### src/rtl/video_timing_gen.sv
// Runtime-programmable video timing generator: h/v counters, registered HS/VS/DE/RGB,
// frame/line strobes, and a pending timing set that is swapped in only at the frame wrap.
module video_timing_gen #(
    parameter int CW        = 11,
    parameter int COLW      = 8,
    parameter int DEF_HACT  = 800,
    parameter int DEF_HFP   = 24,
    parameter int DEF_HSYNC = 40,
    parameter int DEF_HTOT  = 896,
    parameter int DEF_VACT  = 600,
    parameter int DEF_VFP   = 4,
    parameter int DEF_VSYNC = 3,
    parameter int DEF_VTOT  = 625,
    parameter bit DEF_HPOL  = 1'b1,
    parameter bit DEF_VPOL  = 1'b1
) (
    input  logic            clk,
    input  logic            rst_n,
    input  logic            ce,
    input  logic            cfg_load,
    input  logic [CW-1:0]   cfg_hact,
    input  logic [CW-1:0]   cfg_hfp,
    input  logic [CW-1:0]   cfg_hsync,
    input  logic [CW-1:0]   cfg_htot,
    input  logic [CW-1:0]   cfg_vact,
    input  logic [CW-1:0]   cfg_vfp,
    input  logic [CW-1:0]   cfg_vsync,
    input  logic [CW-1:0]   cfg_vtot,
    input  logic            cfg_hpol,
    input  logic            cfg_vpol,
    output logic            cfg_pending,
    output logic            cfg_err,
    input  logic [COLW-1:0] rin,
    input  logic [COLW-1:0] gin,
    input  logic [COLW-1:0] bin,
    output logic [COLW-1:0] rout,
    output logic [COLW-1:0] gout,
    output logic [COLW-1:0] bout,
    output logic            hs,
    output logic            vs,
    output logic            de,
    output logic            frame_start,
    output logic            line_start,
    output logic [CW-1:0]   hc,
    output logic [CW-1:0]   vc
);

    typedef struct packed {
        logic [CW-1:0] hact, hfp, hsync, htot;
        logic [CW-1:0] vact, vfp, vsync, vtot;
        logic          hpol, vpol;
    } timing_t;

    localparam timing_t DEF_T = '{
        hact: CW'(DEF_HACT), hfp: CW'(DEF_HFP), hsync: CW'(DEF_HSYNC), htot: CW'(DEF_HTOT),
        vact: CW'(DEF_VACT), vfp: CW'(DEF_VFP), vsync: CW'(DEF_VSYNC), vtot: CW'(DEF_VTOT),
        hpol: DEF_HPOL, vpol: DEF_VPOL
    };

    logic [CW-1:0]   hc_q, hc_d, vc_q, vc_d;
    timing_t         act_q, act_d, pend_q, pend_d, cfg_in;
    logic            pflag_q, pflag_d, err_q, err_d;
    logic            hs_q, hs_d, vs_q, vs_d, de_q, de_d, ls_q, ls_d, fs_q, fs_d;
    logic [COLW-1:0] r_q, r_d, g_q, g_d, b_q, b_d;

    logic            cfg_ok, h_last, v_last, in_hs, in_vs;
    logic [CW+1:0]   h_beg, h_end, v_beg, v_end;

    always_comb begin
        cfg_in = '{
            hact: cfg_hact, hfp: cfg_hfp, hsync: cfg_hsync, htot: cfg_htot,
            vact: cfg_vact, vfp: cfg_vfp, vsync: cfg_vsync, vtot: cfg_vtot,
            hpol: cfg_hpol, vpol: cfg_vpol
        };
        cfg_ok = (cfg_htot >= CW'(2)) && (cfg_vtot >= CW'(2)) &&
                 (cfg_hact <= cfg_htot) && (cfg_vact <= cfg_vtot);
        h_last = (hc_q == act_q.htot - CW'(1));
        v_last = (vc_q == act_q.vtot - CW'(1));

        // Widened sums so a sync window reaching past the total never wraps.
        h_beg = {2'b00, act_q.hact} + {2'b00, act_q.hfp};
        h_end = h_beg + {2'b00, act_q.hsync};
        v_beg = {2'b00, act_q.vact} + {2'b00, act_q.vfp};
        v_end = v_beg + {2'b00, act_q.vsync};
        in_hs = ({2'b00, hc_q} >= h_beg) && ({2'b00, hc_q} < h_end);
        in_vs = ({2'b00, vc_q} >= v_beg) && ({2'b00, vc_q} < v_end);
    end

    always_comb begin
        hc_d    = hc_q;
        vc_d    = vc_q;
        act_d   = act_q;
        pend_d  = pend_q;
        pflag_d = pflag_q;
        err_d   = err_q;
        hs_d    = hs_q;
        vs_d    = vs_q;
        de_d    = de_q;
        r_d     = r_q;
        g_d     = g_q;
        b_d     = b_q;
        ls_d    = 1'b0;
        fs_d    = 1'b0;

        if (ce) begin
            de_d = (hc_q < act_q.hact) && (vc_q < act_q.vact);
            hs_d = in_hs ? act_q.hpol : ~act_q.hpol;
            vs_d = in_vs ? act_q.vpol : ~act_q.vpol;
            r_d  = de_d ? rin : '0;
            g_d  = de_d ? gin : '0;
            b_d  = de_d ? bin : '0;
            ls_d = (hc_q == '0);
            fs_d = (hc_q == '0) && (vc_q == '0);

            if (h_last) begin
                hc_d = '0;
                vc_d = v_last ? '0 : vc_q + CW'(1);
                // Swapping only at the frame wrap keeps the counters inside the new totals.
                if (v_last && pflag_q) begin
                    act_d   = pend_q;
                    pflag_d = 1'b0;
                end
            end else begin
                hc_d = hc_q + CW'(1);
            end
        end

        // Evaluated after the apply so a coincident load lands in pending for the next frame.
        if (cfg_load) begin
            if (cfg_ok) begin
                pend_d  = cfg_in;
                pflag_d = 1'b1;
            end else begin
                err_d = 1'b1;
            end
        end
    end

    always_ff @(posedge clk or negedge rst_n) begin
        if (!rst_n) begin
            hc_q    <= '0;
            vc_q    <= '0;
            act_q   <= DEF_T;
            pend_q  <= '0;
            pflag_q <= 1'b0;
            err_q   <= 1'b0;
            hs_q    <= ~DEF_HPOL;
            vs_q    <= ~DEF_VPOL;
            de_q    <= 1'b0;
            r_q     <= '0;
            g_q     <= '0;
            b_q     <= '0;
            ls_q    <= 1'b0;
            fs_q    <= 1'b0;
        end else begin
            hc_q    <= hc_d;
            vc_q    <= vc_d;
            act_q   <= act_d;
            pend_q  <= pend_d;
            pflag_q <= pflag_d;
            err_q   <= err_d;
            hs_q    <= hs_d;
            vs_q    <= vs_d;
            de_q    <= de_d;
            r_q     <= r_d;
            g_q     <= g_d;
            b_q     <= b_d;
            ls_q    <= ls_d;
            fs_q    <= fs_d;
        end
    end

    assign hc          = hc_q;
    assign vc          = vc_q;
    assign hs          = hs_q;
    assign vs          = vs_q;
    assign de          = de_q;
    assign rout        = r_q;
    assign gout        = g_q;
    assign bout        = b_q;
    assign line_start  = ls_q;
    assign frame_start = fs_q;
    assign cfg_pending = pflag_q;
    assign cfg_err     = err_q;

endmodule

### config.mk
export PLATFORM = sky130hd
export DESIGN_NAME = video_timing_gen
export DESIGN_NICKNAME = d
export VERILOG_FILES = /design/src/rtl/video_timing_gen.sv
export SDC_FILE = /design/constraint.sdc
export NUM_CORES = 1
export LEC_CHECK = 0
export CORE_UTILIZATION = 60
export CTS_CLUSTER_SIZE = 16
export DETAILED_ROUTE_END_ITERATION = 8
export PLACE_DENSITY = 0.94
export SYNTH_ARGS = -nofsm -noshare
export SYNTH_HDL_FRONTEND = slang
export SYNTH_SLANG_ARGS = --single-unit
### constraint.sdc
create_clock -name clk -period 6.6 [get_ports clk]
set_clock_uncertainty 0.1 [all_clocks]
set_input_delay 1.65 -clock clk [delete_from_list [all_inputs] [get_ports clk]]
set_output_delay 1.65 -clock clk [all_outputs]
set_load 0.1 [all_outputs]
* Yosys cells after proc, flatten, opt, wreduce, memory -nomap -nowiden
Index checks and enable logic that the tools add are counted. Widths: inputs -> output; s select.
Word-level totals: register bits after elaboration 233, input port bits 118, output and inout bits 53
Cells by class: add/sub/neg operators 8, magnitude comparators 10, eq/ne operators 2, muxes and demuxes 14, bitwise logic cells 3, reductions and logical operators 14
Operators with widths (count):
- $add 12x11->13 | 2
- $lt 11x13->1 | 2
- $add 11x11->12 | 2
- $ge 11x12->1 | 2
- $mux 8 | 3
- $add 11x1->11 const B | 2
- $eq 11x11->1 | 2
- $ge 11x2->1 const B | 2
- $le 11x11->1 | 2
- $logic_not 11->1 | 2
- $lt 11x11->1 | 2
- $mux 11 | 2
- $sub 11x1->11 const B | 2
- $mux 1 | 9
- $logic_and 1x1->1 | 8
- $reduce_and 2->1 | 3
- $not 1->1 | 3
- $reduce_and 3->1 | 1

* Longest topological paths before layout
word-level depth 8, mapped depth 22, depth with buffers taken out 22

* Least setup slack after synthesis
No wires, ideal clock.
path kind reg-to-reg, start point reg act_q[68] (netlist name), end point reg hs_q (netlist: hs), arrival time 4.191 ns, required time 6.374 ns, path slack 2.182 ns, stages on the path, launching flop included 20, buffers on the path 0, cell sequence dfrtp_1 > ha_1 > fa_1 > a21o_1 > a21oi_1 > o21bai_1 > a2111o_1 > a31o_2 > a21o_1 > xor2_1 > ha_1 > xor2_1 > ha_1 > o211ai_1 > nand2_1 > and3_1 > o41ai_1 > o211a_1 > mux2_2 > a221o_1
Between the ends: longest elaborated chain between the ends 5
RTL lines:
- start: declaration | RTL line 61 | timing_t act_q, act_d, pend_q, pend_d, cfg_in;
- start signal: assignment | RTL line 158 | act_q <= act_d;
- $add 11x11->12 * | RTL line 81 | h_beg = {2'b00, act_q.hact} + {2'b00, act_q.hfp};
- $add 12x11->13 | RTL line 82 | h_end = h_beg + {2'b00, act_q.hsync};
- $lt 11x13->1 | RTL line 85 | in_hs = ({2'b00, hc_q} >= h_beg) && ({2'b00, hc_q} < h_end);
- $logic_and 1x1->1 * | RTL line 85
- $mux 1 * | RTL line 107 | hs_d = in_hs ? act_q.hpol : ~act_q.hpol;
- end signal: assignment | RTL line 147 | hs_q <= ~DEF_HPOL;
- end signal: assignment | RTL line 162 | hs_q <= hs_d;
- end: declaration | RTL line 63 | logic hs_q, hs_d, vs_q, vs_d, de_q, de_d, ls_q, ls_d, fs_q, fs_d;
Every way passes the cells marked *; elsewhere a longest branch is shown, timed or not. A chain may end at the register's enable or synchronous reset.

* Worst setup path after layout
start point reg act_q[35] (netlist name), end point reg vs_q (netlist: vs)
Between the ends: longest elaborated chain between the ends 5
RTL lines:
- $add 11x11->12 * | RTL line 83 | v_beg = {2'b00, act_q.vact} + {2'b00, act_q.vfp};
- $add 12x11->13 | RTL line 84 | v_end = v_beg + {2'b00, act_q.vsync};
- $lt 11x13->1 | RTL line 86 | in_vs = ({2'b00, vc_q} >= v_beg) && ({2'b00, vc_q} < v_end);
- $logic_and 1x1->1 * | RTL line 86
- $mux 1 * | RTL line 108 | vs_d = in_vs ? act_q.vpol : ~act_q.vpol;
- end signal: assignment | RTL line 148 | vs_q <= ~DEF_VPOL;
- end signal: assignment | RTL line 163 | vs_q <= vs_d;
- end: declaration | RTL line 63
Marks and branches as above.

==> metrics.md <==
| Metric | Value |
|---|---|
| Status | complete, but fails checks |
| Failing checks | design-rule violations |
| Gr usage total | 0.2941 |
| R2R Setup Slk | approximately 1700 ps |
| Worst R2R End | vs |
| RR Startpoint | act_q[35] |
| Initial drt markers | 866 |
| Hold Startpoint | cfg_err |
| Antenna diodes | 0 |
| Hold WC Path Type | flip-flop to flip-flop |
| WL per Instance | between 20 and 25 um |
| Post-CTS Setup Repair Bufs | 0 |
| Main combinational cell family by area after synthesis | multiplexers |
| Area contributors post-synth | dfrtp_1, mux2_2, ha_1, dfstp_2, xnor2_1 |
| Worst Max-Slew Pin Slew | 1151 ps |
| Slew headroom | 0.2280 |
| Clock Sinks | 233 |
| First-pass GRT wire length | 54.86 mm |
| Initial antenna violation count | 0 |
| Fmax | just over 200 MHz |
| Seq/Total Area, Yosys | 0.4306 |
| Synth unique cells | 63 |
| Setup TNS | 0 ps |
| #FFs+latches synth | roughly 230 |
| Root Driver | clkbuf_16 |
| Critical path origin | act_q[35] |
| Top cells by instance count after synthesis | dfrtp_1, mux2_2, ha_1, inv_1, a21oi_1 |
| Critical Path RT | 6970 ps |
| HPWL after detailed placement | 23.58 mm |
| Num CTS Buffers | 26 |
| Cts hold-fix bufs | 0 |
| Synth Area in Adders | 0.1327 |
| EDFF count, synth | 0 |
| Mux share of post-synthesis cell area | 0.1513 |
| Ys flop type | dfrtp_1 |
| CTS tree | built |
| CORE AREA | 22030 sq um |
| Area Growth Syn to Fin | 21.01% |
| Mapped Avg Cell Area | 11.32 sq um |
| Slew Limit Fails | 0 |
| Worst-Skew Late Latency | 540 ps |
| Post-synth net total | approximately 1500 |
| Setup CP Type | flip-flop to flip-flop |
| H-tree Lvls | 1 |
| Clock transition at the registers of the reported paths | 60 ps |
| Leak pwr | 7.552 nW |
| Tcrit/Tclk final | 0.7458 |
| Number of global-route vias before repair | 10710 |
| Initial core utilization | 0.6180 |
| Worst Path Max Fanout | 3 |
| Top cell type by total area after synthesis | dfrtp_1 |
| Routed Antenna Nets | 0 |
| Min Tclk post-route | 4923 ps |
| Worst R2R Path Depth | 18 |
| Gpl congestion | 0.9125 |
| XOR/XNOR Fraction of Synth Area | 0.04440 |
| # rows | 54 |
| GRT Residual Overflow | 0 |
| Simple-gate share of the synthesized area | 0.08319 |
| Post-CTS sizing | 0 |
| Ys async rst share | 1.000 |
| DRC | 16 |
| Crit path capture type | flip-flop |
| Via density | 6.288 |
| Pwr/cell area | 251.9 nW/um^2 |
| Post-synthesis compound-gate area fraction | 0.1213 |
| Peak VDD IR | 0.1875 mV |
| Number of max-cap violations | 0 |
| Drt pass-1 iters | 8 |
| Pin count of the biggest net entering global routing | about 110 |
| Via count | between 10000 and 15000 |
| Post-Synthesis Cells | 1202 |
| Crit start category | flip-flop |
| Ratio of cells with drive above 1 in the final layout | 0.1763 |
| Total Wirelength | around 34 mm |
| Crit path to | vs |
| Worst path arrival time | ~5300 ps |
| Die span in x | 152.6 um |
| Final Setup Violations | 0 |
| I/O pin cnt | 171 |
| Max Root-Sink Buffers | 3 |
| Netlist Area Pre-Place | 13610 sq um |
| Unrepaired setup endpoints after global routing | no |
| Fin nets | 1625 |
| Final hold viol count | 0 |
| Final core utilization | 0.7478 |
| Die height | 152.6 um |
| Die area | 23290 sq um |
| Most numerous cell in the Yosys netlist | dfrtp_1 |
| Top cell type's share of synthesized area | 0.3842 |
| I/O Buffers | 170 |
| Yosys warns | 0 |
## per-stage QoR
stage | hold WS [ps] | std cells | total power [mW] | cell area (sq um) | setup WS (ps)
after detailed placement | 354.8 | 1617 | 2.649 | 15580 | 1802
after global placement | 347.1 | 1617 | 2.602 | 15580 | 1939
after floorplan | 352.2 | 1202 | 2.325 | 13610 | 2182
final | 367.6 | 1664 | 4.150 | 16470 | 1677
after CTS | 374.9 | 1664 | 4.158 | 16470 | 1755
after global routing | 397.8 | 1664 | 4.317 | 16470 | 1281
## kinds of logic after synthesis
logic type,Yosys count
and+or+nand+nor,214
muxes,183
adders and majority gates,142
DFF,233
AOI/OAI and AO/OA,232
xor gates and xnor gates,69
buffers and inverters,129
## power by group
group	internal (mW)	switching, mW
sequential	1.61	0.188
clock	0.906	0.591
combinational	0.385	0.466
## worst min-delay path by stage
stage	depth (start not counted)	slack, ps	to
floorplan	1	350	act_q[12]
global placement	1	350	cfg_err
detailed placement	1	350	cfg_err
CTS	1	370	cfg_err
global route	1	400	gout[1]
finish	1	370	cfg_err
## sequential cells by signal, indices dropped and copies added, names as in the netlist
register / cells
rout: 8
gout: 8
vc: 11
hs: 1
act_q: 90
de: 1
line_start: 1
bout: 8
cfg_pending: 1
hc: 11
cfg_err: 1
pend_q: 90
vs: 1
frame_start: 1
## worst max-delay path, stage by stage, from the launching register on
cell	delay [ps]
dfrtp_1	420
ha_1	240
fa_1	410
a21o_1	200
a21oi_1	270
o21bai_1	120
a2111o_1	460
a31o_2	260
a21o_1	210
xor2_1	160
ha_1	330
xor2_1	180
ha_1	210
nor4_1	330
nand2b_1	90
o41ai_1	450
o211ai_1	130
mux2i_1	160
a211o_1	120
## metal layers
layer,up-vias,track usage,part of all wire
li1,4753,-,-
met1,5055,0.3907,0.42
met2,518,0.4771,0.47
met3,137,0.04437,0.073
met4,0,0.1361,0.043
met5,-,0,0
## placed cells by master, fill, tap and decap left out, types with 22 or more instances in the layout
cell,instances
clkdlybuf4s50_1,169
nand2_1,33
mux2_2,157
clkbuf_16,27
ha_1,138
a32o_1,24
a21oi_1,49
a21o_1,22
nand3_1,24
nor2_1,38
xor2_1,28
inv_1,86
mux2_1,25
o21ai_0,35
dfstp_2,24
xnor2_1,41
nor3_1,26
dfrtp_1,209
## cell type report
class	instances	area, sq um
clock inverters	7	97.59
inverters	86	322.8
clock buffers	40	794.5
well taps	280	350.3
fillers	1405	5554
flip-flops and latches	233	5861
multi-input cells	840	7279
repair buffers	178	1767
Note: power is estimated with default switching activity, not from simulation.
